[config.mk]
export PLATFORM = sky130hd
export DESIGN_NAME = acia_fifo
export DESIGN_NICKNAME = d
export VERILOG_FILES = /design/src/rtl/acia_fifo.sv
export SDC_FILE = /design/constraint.sdc
export NUM_CORES = 1
export LEC_CHECK = 0
export ABC_AREA = 1
export CAP_MARGIN = 15
export CORE_MARGIN = 5
export CORE_UTILIZATION = 30
export DETAILED_ROUTE_END_ITERATION = 8
export GPL_TIMING_DRIVEN = 0
export PLACE_DENSITY_LB_ADDON = 0.3
export SYNTH_ARGS = -nofsm -noshare
export SYNTH_HDL_FRONTEND = slang
export SYNTH_SLANG_ARGS = --single-unit
[constraint.sdc]
create_clock -name i_clk -period 3.65 [get_ports i_clk]
set_input_delay 0.5475 -clock i_clk [delete_from_list [all_inputs] [get_ports i_clk]]
set_output_delay 0.5475 -clock i_clk [all_outputs]
set_load 0.05 [all_outputs]
[src/rtl/acia_fifo.sv]
// acia_fifo: 6502-bus UART with independent RX/TX FIFOs, sticky error flags and a maskable irq.
// Define ACIA_LOOPBACK_EN to build the internal tx->rx loopback selected by control bit7.
module acia_fifo #(
    parameter int DIV        = 35,
    parameter int DATA_BITS  = 8,
    parameter int FIFO_DEPTH = 16
) (
    input  logic       i_clk,
    input  logic       i_rst_n,
    input  logic       i_cs,
    input  logic       i_we,
    input  logic [1:0] i_addr,
    input  logic [7:0] i_din,
    output logic [7:0] o_dout,
    output logic       o_irq,
    input  logic       i_rx,
    output logic       o_tx
);
    localparam int AW = $clog2(FIFO_DEPTH);
    localparam int CW = AW + 1;
    localparam logic [CW-1:0] FULL_CNT = CW'(FIFO_DEPTH);
    localparam logic [15:0]   DIV_M1   = 16'(DIV - 1);
    localparam logic [15:0]   HALF_M1  = 16'(DIV / 2 - 1);
    localparam logic [2:0]    LAST_BIT = 3'(DATA_BITS - 1);

    typedef enum logic [1:0] {S_IDLE, S_START, S_DATA, S_STOP} state_t;

    state_t               r_tx_state, r_rx_state;
    logic [15:0]          r_tx_cnt, r_rx_cnt;
    logic [2:0]           r_tx_bit, r_rx_bit;
    logic [DATA_BITS-1:0] r_tx_shift, r_rx_shift;
    logic                 r_tx, r_rx_s1, r_rx_s2, r_rx_d;
    logic [DATA_BITS-1:0] r_rx_mem [FIFO_DEPTH];
    logic [DATA_BITS-1:0] r_tx_mem [FIFO_DEPTH];
    logic [AW-1:0]        r_rx_wp, r_rx_rp, r_tx_wp, r_tx_rp;
    logic [CW-1:0]        r_rxf_cnt, r_txf_cnt;
    logic                 r_ie_rx, r_ie_tx, r_rxovr, r_ferr, r_txovr;

    logic w_rd, w_wr, w_stat_rd, w_rx_line, w_lpbk_rd;
    logic w_rx_nempty, w_rx_full, w_tx_nempty, w_tx_full, w_tx_idle;
    logic w_rx_pop, w_rx_push_req, w_rx_push, w_ferr_set;
    logic w_tx_pop, w_tx_push_req, w_tx_push;
    logic [7:0] w_status, w_ctrl;

`ifdef ACIA_LOOPBACK_EN
    logic r_lpbk;
    always_ff @(posedge i_clk or negedge i_rst_n) begin
        if (!i_rst_n)                       r_lpbk <= 1'b0;
        else if (w_wr && i_addr == 2'd2)    r_lpbk <= i_din[7];
    end
    assign w_rx_line = r_lpbk ? r_tx : r_rx_s2;
    assign o_tx      = r_tx | r_lpbk;
    assign w_lpbk_rd = r_lpbk;
`else
    assign w_rx_line = r_rx_s2;
    assign o_tx      = r_tx;
    assign w_lpbk_rd = 1'b0;
`endif

    assign w_rd        = i_cs & ~i_we;
    assign w_wr        = i_cs & i_we;
    assign w_stat_rd   = w_rd && (i_addr == 2'd1);
    assign w_rx_nempty = (r_rxf_cnt != '0);
    assign w_rx_full   = (r_rxf_cnt == FULL_CNT);
    assign w_tx_nempty = (r_txf_cnt != '0);
    assign w_tx_full   = (r_txf_cnt == FULL_CNT);
    assign w_tx_idle   = ~w_tx_nempty && (r_tx_state == S_IDLE);

    // A pop on the same edge frees a slot for a push into a full FIFO.
    assign w_rx_pop      = w_rd && (i_addr == 2'd0) && w_rx_nempty;
    assign w_rx_push_req = (r_rx_state == S_STOP) && (r_rx_cnt == '0) && w_rx_line;
    assign w_ferr_set    = (r_rx_state == S_STOP) && (r_rx_cnt == '0) && !w_rx_line;
    assign w_rx_push     = w_rx_push_req && (!w_rx_full || w_rx_pop);
    assign w_tx_pop      = w_tx_nempty && ((r_tx_state == S_IDLE) ||
                           ((r_tx_state == S_STOP) && (r_tx_cnt == '0)));
    assign w_tx_push_req = w_wr && (i_addr == 2'd0);
    assign w_tx_push     = w_tx_push_req && (!w_tx_full || w_tx_pop);

    assign w_status = {o_irq, 1'b0, w_tx_idle, r_txovr, r_ferr, r_rxovr, ~w_tx_full, w_rx_nempty};
    assign w_ctrl   = {w_lpbk_rd, 5'b0, r_ie_tx, r_ie_rx};

    always_ff @(posedge i_clk) begin
        if (w_rx_push) r_rx_mem[r_rx_wp] <= r_rx_shift;
        if (w_tx_push) r_tx_mem[r_tx_wp] <= i_din[DATA_BITS-1:0];
    end

    always_ff @(posedge i_clk or negedge i_rst_n) begin
        if (!i_rst_n) begin
            r_rx_wp <= '0; r_rx_rp <= '0; r_rxf_cnt <= '0;
            r_tx_wp <= '0; r_tx_rp <= '0; r_txf_cnt <= '0;
        end else begin
            if (w_rx_push) r_rx_wp <= r_rx_wp + AW'(1);
            if (w_rx_pop)  r_rx_rp <= r_rx_rp + AW'(1);
            if (w_tx_push) r_tx_wp <= r_tx_wp + AW'(1);
            if (w_tx_pop)  r_tx_rp <= r_tx_rp + AW'(1);
            r_rxf_cnt <= r_rxf_cnt + CW'(w_rx_push) - CW'(w_rx_pop);
            r_txf_cnt <= r_txf_cnt + CW'(w_tx_push) - CW'(w_tx_pop);
        end
    end

    always_ff @(posedge i_clk or negedge i_rst_n) begin
        if (!i_rst_n) begin
            o_dout  <= 8'h00;
            o_irq   <= 1'b0;
            r_ie_rx <= 1'b0;
            r_ie_tx <= 1'b0;
            r_rxovr <= 1'b0;
            r_ferr  <= 1'b0;
            r_txovr <= 1'b0;
        end else begin
            o_irq   <= (r_ie_rx & w_rx_nempty) | (r_ie_tx & ~w_tx_nempty);
            r_rxovr <= (w_rx_push_req & ~w_rx_push) | (r_rxovr & ~w_stat_rd);
            r_ferr  <= w_ferr_set | (r_ferr & ~w_stat_rd);
            r_txovr <= (w_tx_push_req & ~w_tx_push) | (r_txovr & ~w_stat_rd);
            if (w_wr && i_addr == 2'd2) begin
                r_ie_rx <= i_din[0];
                r_ie_tx <= i_din[1];
            end
            if (w_rd) begin
                unique case (i_addr)
                    2'd0:    o_dout <= w_rx_nempty ? 8'(r_rx_mem[r_rx_rp]) : 8'h00;
                    2'd1:    o_dout <= w_status;
                    2'd2:    o_dout <= w_ctrl;
                    default: o_dout <= 8'h00;
                endcase
            end
        end
    end

    // r_tx follows the state one edge late, so the start bit appears two edges after the write.
    always_ff @(posedge i_clk or negedge i_rst_n) begin
        if (!i_rst_n) begin
            r_tx_state <= S_IDLE;
            r_tx_cnt   <= '0;
            r_tx_bit   <= '0;
            r_tx_shift <= '0;
            r_tx       <= 1'b1;
        end else begin
            unique case (r_tx_state)
                S_IDLE: begin
                    r_tx <= 1'b1;
                    if (w_tx_nempty) begin
                        r_tx_shift <= r_tx_mem[r_tx_rp];
                        r_tx_cnt   <= DIV_M1;
                        r_tx_state <= S_START;
                    end
                end
                S_START: begin
                    r_tx <= 1'b0;
                    if (r_tx_cnt == '0) begin
                        r_tx_cnt   <= DIV_M1;
                        r_tx_bit   <= '0;
                        r_tx_state <= S_DATA;
                    end else r_tx_cnt <= r_tx_cnt - 16'd1;
                end
                S_DATA: begin
                    r_tx <= r_tx_shift[0];
                    if (r_tx_cnt == '0) begin
                        r_tx_cnt   <= DIV_M1;
                        r_tx_shift <= r_tx_shift >> 1;
                        r_tx_bit   <= r_tx_bit + 3'd1;
                        if (r_tx_bit == LAST_BIT) r_tx_state <= S_STOP;
                    end else r_tx_cnt <= r_tx_cnt - 16'd1;
                end
                S_STOP: begin
                    r_tx <= 1'b1;
                    if (r_tx_cnt == '0) begin
                        if (w_tx_nempty) begin
                            r_tx_shift <= r_tx_mem[r_tx_rp];
                            r_tx_cnt   <= DIV_M1;
                            r_tx_state <= S_START;
                        end else r_tx_state <= S_IDLE;
                    end else r_tx_cnt <= r_tx_cnt - 16'd1;
                end
            endcase
        end
    end

    always_ff @(posedge i_clk or negedge i_rst_n) begin
        if (!i_rst_n) begin
            r_rx_s1    <= 1'b1;
            r_rx_s2    <= 1'b1;
            r_rx_d     <= 1'b1;
            r_rx_state <= S_IDLE;
            r_rx_cnt   <= '0;
            r_rx_bit   <= '0;
            r_rx_shift <= '0;
        end else begin
            r_rx_s1 <= i_rx;
            r_rx_s2 <= r_rx_s1;
            r_rx_d  <= w_rx_line;
            unique case (r_rx_state)
                S_IDLE: begin
                    if (r_rx_d && !w_rx_line) begin
                        r_rx_cnt   <= HALF_M1;
                        r_rx_state <= S_START;
                    end
                end
                S_START: begin
                    if (r_rx_cnt == '0) begin
                        r_rx_cnt   <= DIV_M1;
                        r_rx_bit   <= '0;
                        r_rx_state <= w_rx_line ? S_IDLE : S_DATA;
                    end else r_rx_cnt <= r_rx_cnt - 16'd1;
                end
                S_DATA: begin
                    if (r_rx_cnt == '0) begin
                        r_rx_cnt   <= DIV_M1;
                        r_rx_shift <= {w_rx_line, r_rx_shift[DATA_BITS-1:1]};
                        r_rx_bit   <= r_rx_bit + 3'd1;
                        if (r_rx_bit == LAST_BIT) r_rx_state <= S_STOP;
                    end else r_rx_cnt <= r_rx_cnt - 16'd1;
                end
                S_STOP: begin
                    if (r_rx_cnt == '0) r_rx_state <= S_IDLE;
                    else                r_rx_cnt   <= r_rx_cnt - 16'd1;
                end
            endcase
        end
    end
endmodule

---- After elaboration in Yosys (flattened, before gate mapping) ----
Memories as Yosys holds them, arrays and structs flattened.
Cells that the tools add are included.
Widths: inputs -> output; s select.
storage, ports and cells
  input bits .............................. 15
  latch bits .............................. 0
  memories kept ........................... 2
  memory bits (writable) .................. 256
  logic and storage cells ................. 160
  flip-flop bits (word level) ............. 102
  output and inout port bits .............. 10
  memory bits (read-only) ................. 0
operators by class
  eq/ne operators ......................... 23
  bitwise gates (word level) .............. 19
  order comparisons ....................... 0
  $mul .................................... 0
  add/sub/neg operators ................... 12
  div/mod/pow operators ................... 0
  mux-type cells .......................... 39
  reduce and logical (&&, ||, !) cells .... 40
  shift-type cells ........................ 0
memory list
  name      words  width  read ports  clocked after Yosys merged registers in  wr ports  line  RTL
  r_rx_mem  16     8      1           0                                        1         33    logic [DATA_BITS-1:0] r_rx_mem [FIFO_DEPTH];
  r_tx_mem  16     8      1           0                                        1         34    logic [DATA_BITS-1:0] r_tx_mem [FIFO_DEPTH];
operator list
  cell                   number
  $mux 16                6
  $pmux 16 s3            2
  $pmux 8 s3             2
  $logic_not 16->1       2
  $mux 8                 4
  $sub 16x1->16 const B  2
  $mux 2                 11
  $ne 2x2->1 const B     9
  $add 4x1->4 const B    4
  $pmux 2 s4             2
  $logic_and 1x1->1      14
  $mux 3                 4
  $pmux 3 s2             2
  $add 5x1->5            2
  $eq 2x2->1 const B     5
  $eq 5x5->1 const B     2
  $reduce_and 5->1       2
  $reduce_bool 5->1      2
  $sub 5x1->5            2
  $and 1x1->1            9
  $reduce_and 3->1       3
  $add 3x1->3 const B    2
  $eq 2x1->1 const B     3
  $eq 3x3->1 const B     2
  12 further kinds       35

---- Depth between registers and ports, before layout ----
  word-level depth ........................ 9
  depth in mapped cells ................... 18
  mapped depth without buffers ............ 18

---- Least setup slack after synthesis ----
OpenSTA, ideal clock, no wires.
  path type ............................... register -> register
  from .................................... reg r_rx_cnt[0]
  to ...................................... reg r_rxf_cnt[4]
  buffers on the path ..................... 0
  cell stages (with the launch flop) ...... 18
  required time ........................... 3522 ps
  period minus slack after synthesis ...... 2826 ps
  setup time .............................. 128 ps
  data arrival time ....................... 2699 ps
  slack ................................... 824 ps
  cells stage by stage .................... dfrtp_1 > inv_2 > ha_1 > nand3_4 > nor2_4 > nand2_4 > nor2_8 > nand2_4 > nor2_8 > nand3_1 > ha_1 > inv_1 > ha_1 > inv_1 > fa_1 > o21ai_0 > a21oi_1 > xor2_1
between the ends
  cells in the longest elaborated chain, start to end .. 6
ends and longest elaborated chain
  item                            line  RTL
  start, declared                 29    logic [15:0] r_tx_cnt, r_rx_cnt;
  start signal, assigned          204   end else r_rx_cnt <= r_rx_cnt - 16'd1;
  start signal, assigned          212   end else r_rx_cnt <= r_rx_cnt - 16'd1;
  start signal, assigned          216   else r_rx_cnt <= r_rx_cnt - 16'd1;
  $logic_not 16->1                71    assign w_rx_push_req = (r_rx_state == S_STOP) && (r_rx_cnt == '0) && w_rx_line;
  $logic_and 1x1->1 (2 in a row)  71
  $logic_and 1x1->1               73    assign w_rx_push = w_rx_push_req && (!w_rx_full || w_rx_pop);
  $add 5x1->5                     96    r_rxf_cnt <= r_rxf_cnt + CW'(w_rx_push) - CW'(w_rx_pop);
  $sub 5x1->5                     96
  end signal, assigned            96
  end, declared                   36    logic [CW-1:0] r_rxf_cnt, r_txf_cnt;
Every way passes these cells.
A chain may end at the register's enable or synchronous reset.

---- Final worst setup path ----
  from .................................... reg r_rxf_cnt[2]
  to ...................................... reg r_rxf_cnt[4]
between the ends
  cells in the longest elaborated chain, start to end .. 6
  elaborated cells between the ends (all ways) .. 8
  classes of those cells .................. 2 x add/sub; 1 x eq/ne; 5 x reduce/logical
ends and longest elaborated chain
  item                                                         line
  $eq 5x5->1 / $reduce_bool 5->1 (equally long branches)       64, 63
  $logic_not 1->1 / $logic_and 1x1->1 (equally long branches)  73, 70
  $logic_or 1x1->1                                             73
  $logic_and 1x1->1                                            73
  $add 5x1->5                                                  96
  $sub 5x1->5 *                                                96
Every way passes the cells marked *; elsewhere a longest branch is shown, timed or not.

==> reports/qor.yml <==
drive_above_1_share: 0.0952
cts_buffers: 39
power_frac_seq: 0.427
drtIter0Drc: 764
drtAntennaViolNets: 0
antenna_cells: 0
hold_viol_final: 0
wl_met3_mm: 2.14
drc: 0
criticalPathCategory: "flop to flop"
design_area_um2: 18400
place_hpwl_mm: 26.3
ctsHtreeMaxLevel: 2
yosysSeqAreaShare: 0.636
final.setup_skew_ns: 0.0164
grt_pass1_wl_mm: 62.7
max_slew_margin: 0.345
dpl-instance-area_um2: 17200
dr.pass1.iters: 4
synth_area_per_cell_um2: 10.7
grt-ovfl-total: 0
synthesis.nets: 1566
viasPerCell: 4.69
holdWs_ns: 0.357
synthToLayoutAreaGrowth_pct: 14.5
avgRoutedWirePerCell_um: 17.0
grt_pass1_vias: 10800
switching_share: 0.343
num-fill-cells: 5285
wirelength_met1_mm: 18.3
gp_congestion: 0.820
startpoint_type: "flop"
synth.distinct_cells: 50
power.switching_w: 0.00412
arrival_ns: 3.54
syn_area_um2: 16100
grt_max_degree: 60
clk_latency_ns: 0.54
syn_inst: 1510
power_density_nw_per_um2: 652
num_rows: 85
register_area_um2: 10200
rsz0062_at_grt: "no"
timing.final.crit_share: 0.856
post_cts_buffers: 0
clockBufferDepth: 3
grt_usage: 0.133
power_frac_clock: 0.307
die_h_um: 242
dr_total_vias: 10800
multiInputGateArea_um2: 5120
grt_antenna_before_repair: 0
dieArea_um2: 58400
cts_sinks: 358
yosysWarnings: 0
fp.dieW_um: 242
path_max_fanout: 7
fin_setup_tns_ns: 0
ir_drop_v: 0.000416
cp-end-kind: "flop"
synth_ff_type: "edfxtp_1"
leakagePower_nw: 7.21
hp-class: "flop to flop"
drv_slew: 0
maxCapViolCount: 0
io_pins: 25
min_period_ns: 3.12
p_comb_frac: 0.266
cts_tree: "done"
critical_path_required_ns: 4.06
synth_edf_count: 256
io_buffers: 24
final-setup-viol-count: 0
cts.reportedPaths.clkPinSlew_ns: 0.06
root_buffer: "clkbuf_16"
cts-resized-gates: 0
worst_slew_pin_slew_ns: 0.979
ys_seq_elements: 358
top_layer_used: "met4"
fmax_mhz: 320
synthArstFlopShare: 0.285
nNetsFinal: 1633
drt_wl_total_mm: 39.2
core_um2: 53500
internal_power_w: 0.00789
start_util: 0.301
status: "complete, no violations"
wl_met2_mm: 17.9
power by group through the flow:
| stage | Clock, W | Sequential [W] | Combinational, W |
|---|---|---|---|
| 6_report | 0.00368 | 0.00513 | 0.00320 |
| 5_1_grt | 0.00396 | 0.00518 | 0.00361 |
| 4_1_cts | 0.00379 | 0.00513 | 0.00322 |
| 3_5_place_dp | 0 | 0.00521 | 0.00321 |
| 3_3_place_gp | 0 | 0.00520 | 0.00315 |
| 2_1_floorplan | 0 | 0.00520 | 0.00221 |
area by class of cell:
| class | instances | area share |
|---|---|---|
| multi-input cells | 967 | 0.278 |
| well taps | 696 | 0.0472 |
| inverters | 133 | 0.0272 |
| flip-flops and latches | 358 | 0.556 |
| plain buffers | 52 | 0.0132 |
| clock inverters | 19 | 0.00570 |
| repair buffers | 26 | 0.0151 |
| clock buffers | 52 | 0.0584 |
cell usage in the layout (no fill, tap or decap), types with 22 or more instances in the layout:
cell type	instances
nand2_1	316
edfxtp_1	256
nor2_1	190
inv_1	110
o21ai_0	104
nand3_1	98
dfrtp_1	98
clkbuf_16	40
ha_1	39
clkbuf_1	34
xor2_1	31
o21ai_1	29
a21oi_1	28
clkdlybuf4s50_1	23
buf_2	22
metal layers:
layer | up-vias | track usage
met3 | 65 | 0.0219
met2 | 280 | 0.212
met4 | 0 | 0.0374
met5 | - | 0
met1 | 5186 | 0.189
li1 | 5273 | -
worst paths after layout:
| kind | from | end | slack, ns | depth (start not counted) |
|---|---|---|---|---|
| setup / recovery | r_rxf_cnt[2] | r_rxf_cnt[4] | 0.53 | 18 |
| hold / removal | r_rx_s1 | r_rx_s2 | 0.36 | 0 |
| setup reg to reg | r_rxf_cnt[2] | r_rxf_cnt[4] | 0.53 | 18 |
| hold reg to reg | r_rx_s1 | r_rx_s2 | 0.36 | 0 |
| max in group asynchronous | i_rst_n | o_tx | 2.39 | 3 |
| min in group asynchronous | i_rst_n | r_rx_cnt[15] | 0.53 | 2 |
state kept, by name (all words and copies together), names as in the netlist, 5 cells and up, named ones only:
signal	flops
r_rx_mem	128
o_dout	8
r_rx_shift	8
r_tx_shift	8
r_tx_mem	128
r_rx_cnt	16
r_txf_cnt	5
r_tx_cnt	16
r_rxf_cnt	5
kinds of logic after synthesis:
kind of cell               count (synthesis)  share of synthesized area
AOI/OAI and AO/OA                        228                     0.0813
xor gates and xnor gates                  39                     0.0212
adders and majority gates                 41                     0.0328
buffers and inverters                    185                     0.0462
DFF                                      358                      0.636
muxes                                      1                   0.000699
and+or+nand+nor                          658                      0.182
per-stage QoR:
stage | total power, W | util | worst slack, ns | cells
final | 0.0120 | 0.345 | 0.527 | 2303
after global routing | 0.0128 | 0.345 | 0.289 | 2303
after CTS | 0.0121 | 0.345 | 0.493 | 2303
after detailed placement | 0.00842 | 0.322 | 0.261 | 2231
after global placement | 0.00835 | 0.322 | -2.38 | 2230
after floorplan | 0.00741 | - | 0.824 | 1510
critical path, cell delays in order, from the launching register on:
cell and delay, ns:
dfrtp_1 0.38, inv_1 0.08, ha_1 0.16, nand2_1 0.09, nor2_4 0.12, nand2_1 0.16
nand2_1 0.12, inv_2 0.06, nand2_4 0.12, nand3_4 0.19, nand3_1 0.15, ha_1 0.23
inv_1 0.05, ha_1 0.15, inv_1 0.06, fa_1 0.42, o21ai_0 0.20, a21oi_1 0.10
xor2_1 0.14
timing repair:
item | in CTS | in global routing
hold buffers | 1 | 0
setup endpoints to repair | 0 | 0
hold endpoints to repair | 41 | 0
synthesized netlist by cell type, types with 4 or more instances:
cell | number | area share
xnor2_1 | 8 | 0.0044
nor2_2 | 7 | 0.0027
a21oi_1 | 28 | 0.0087
nand3_1 | 98 | 0.030
clkbuf_1 | 25 | 0.0058
o211ai_1 | 17 | 0.0079
nand4_1 | 6 | 0.0023
nand2_4 | 5 | 0.0035
dfrtp_1 | 98 | 0.15
inv_1 | 110 | 0.026
nor2_4 | 7 | 0.0049
o21ai_0 | 104 | 0.032
a22oi_1 | 6 | 0.0028
o22ai_1 | 13 | 0.0050
nand2_2 | 7 | 0.0027
inv_2 | 18 | 0.0042
xor2_1 | 31 | 0.017
edfxtp_1 | 256 | 0.48
o221ai_1 | 9 | 0.0049
a31oi_1 | 13 | 0.0050
buf_2 | 22 | 0.0068
nand4_4 | 4 | 0.0053
nand2_1 | 316 | 0.074
dfstp_2 | 4 | 0.0065
nor2_1 | 190 | 0.044
clkinv_1 | 4 | 0.00093
o21ai_1 | 29 | 0.0090
ha_1 | 39 | 0.030
No activity file was read; power rests on OpenSTA's default activity.
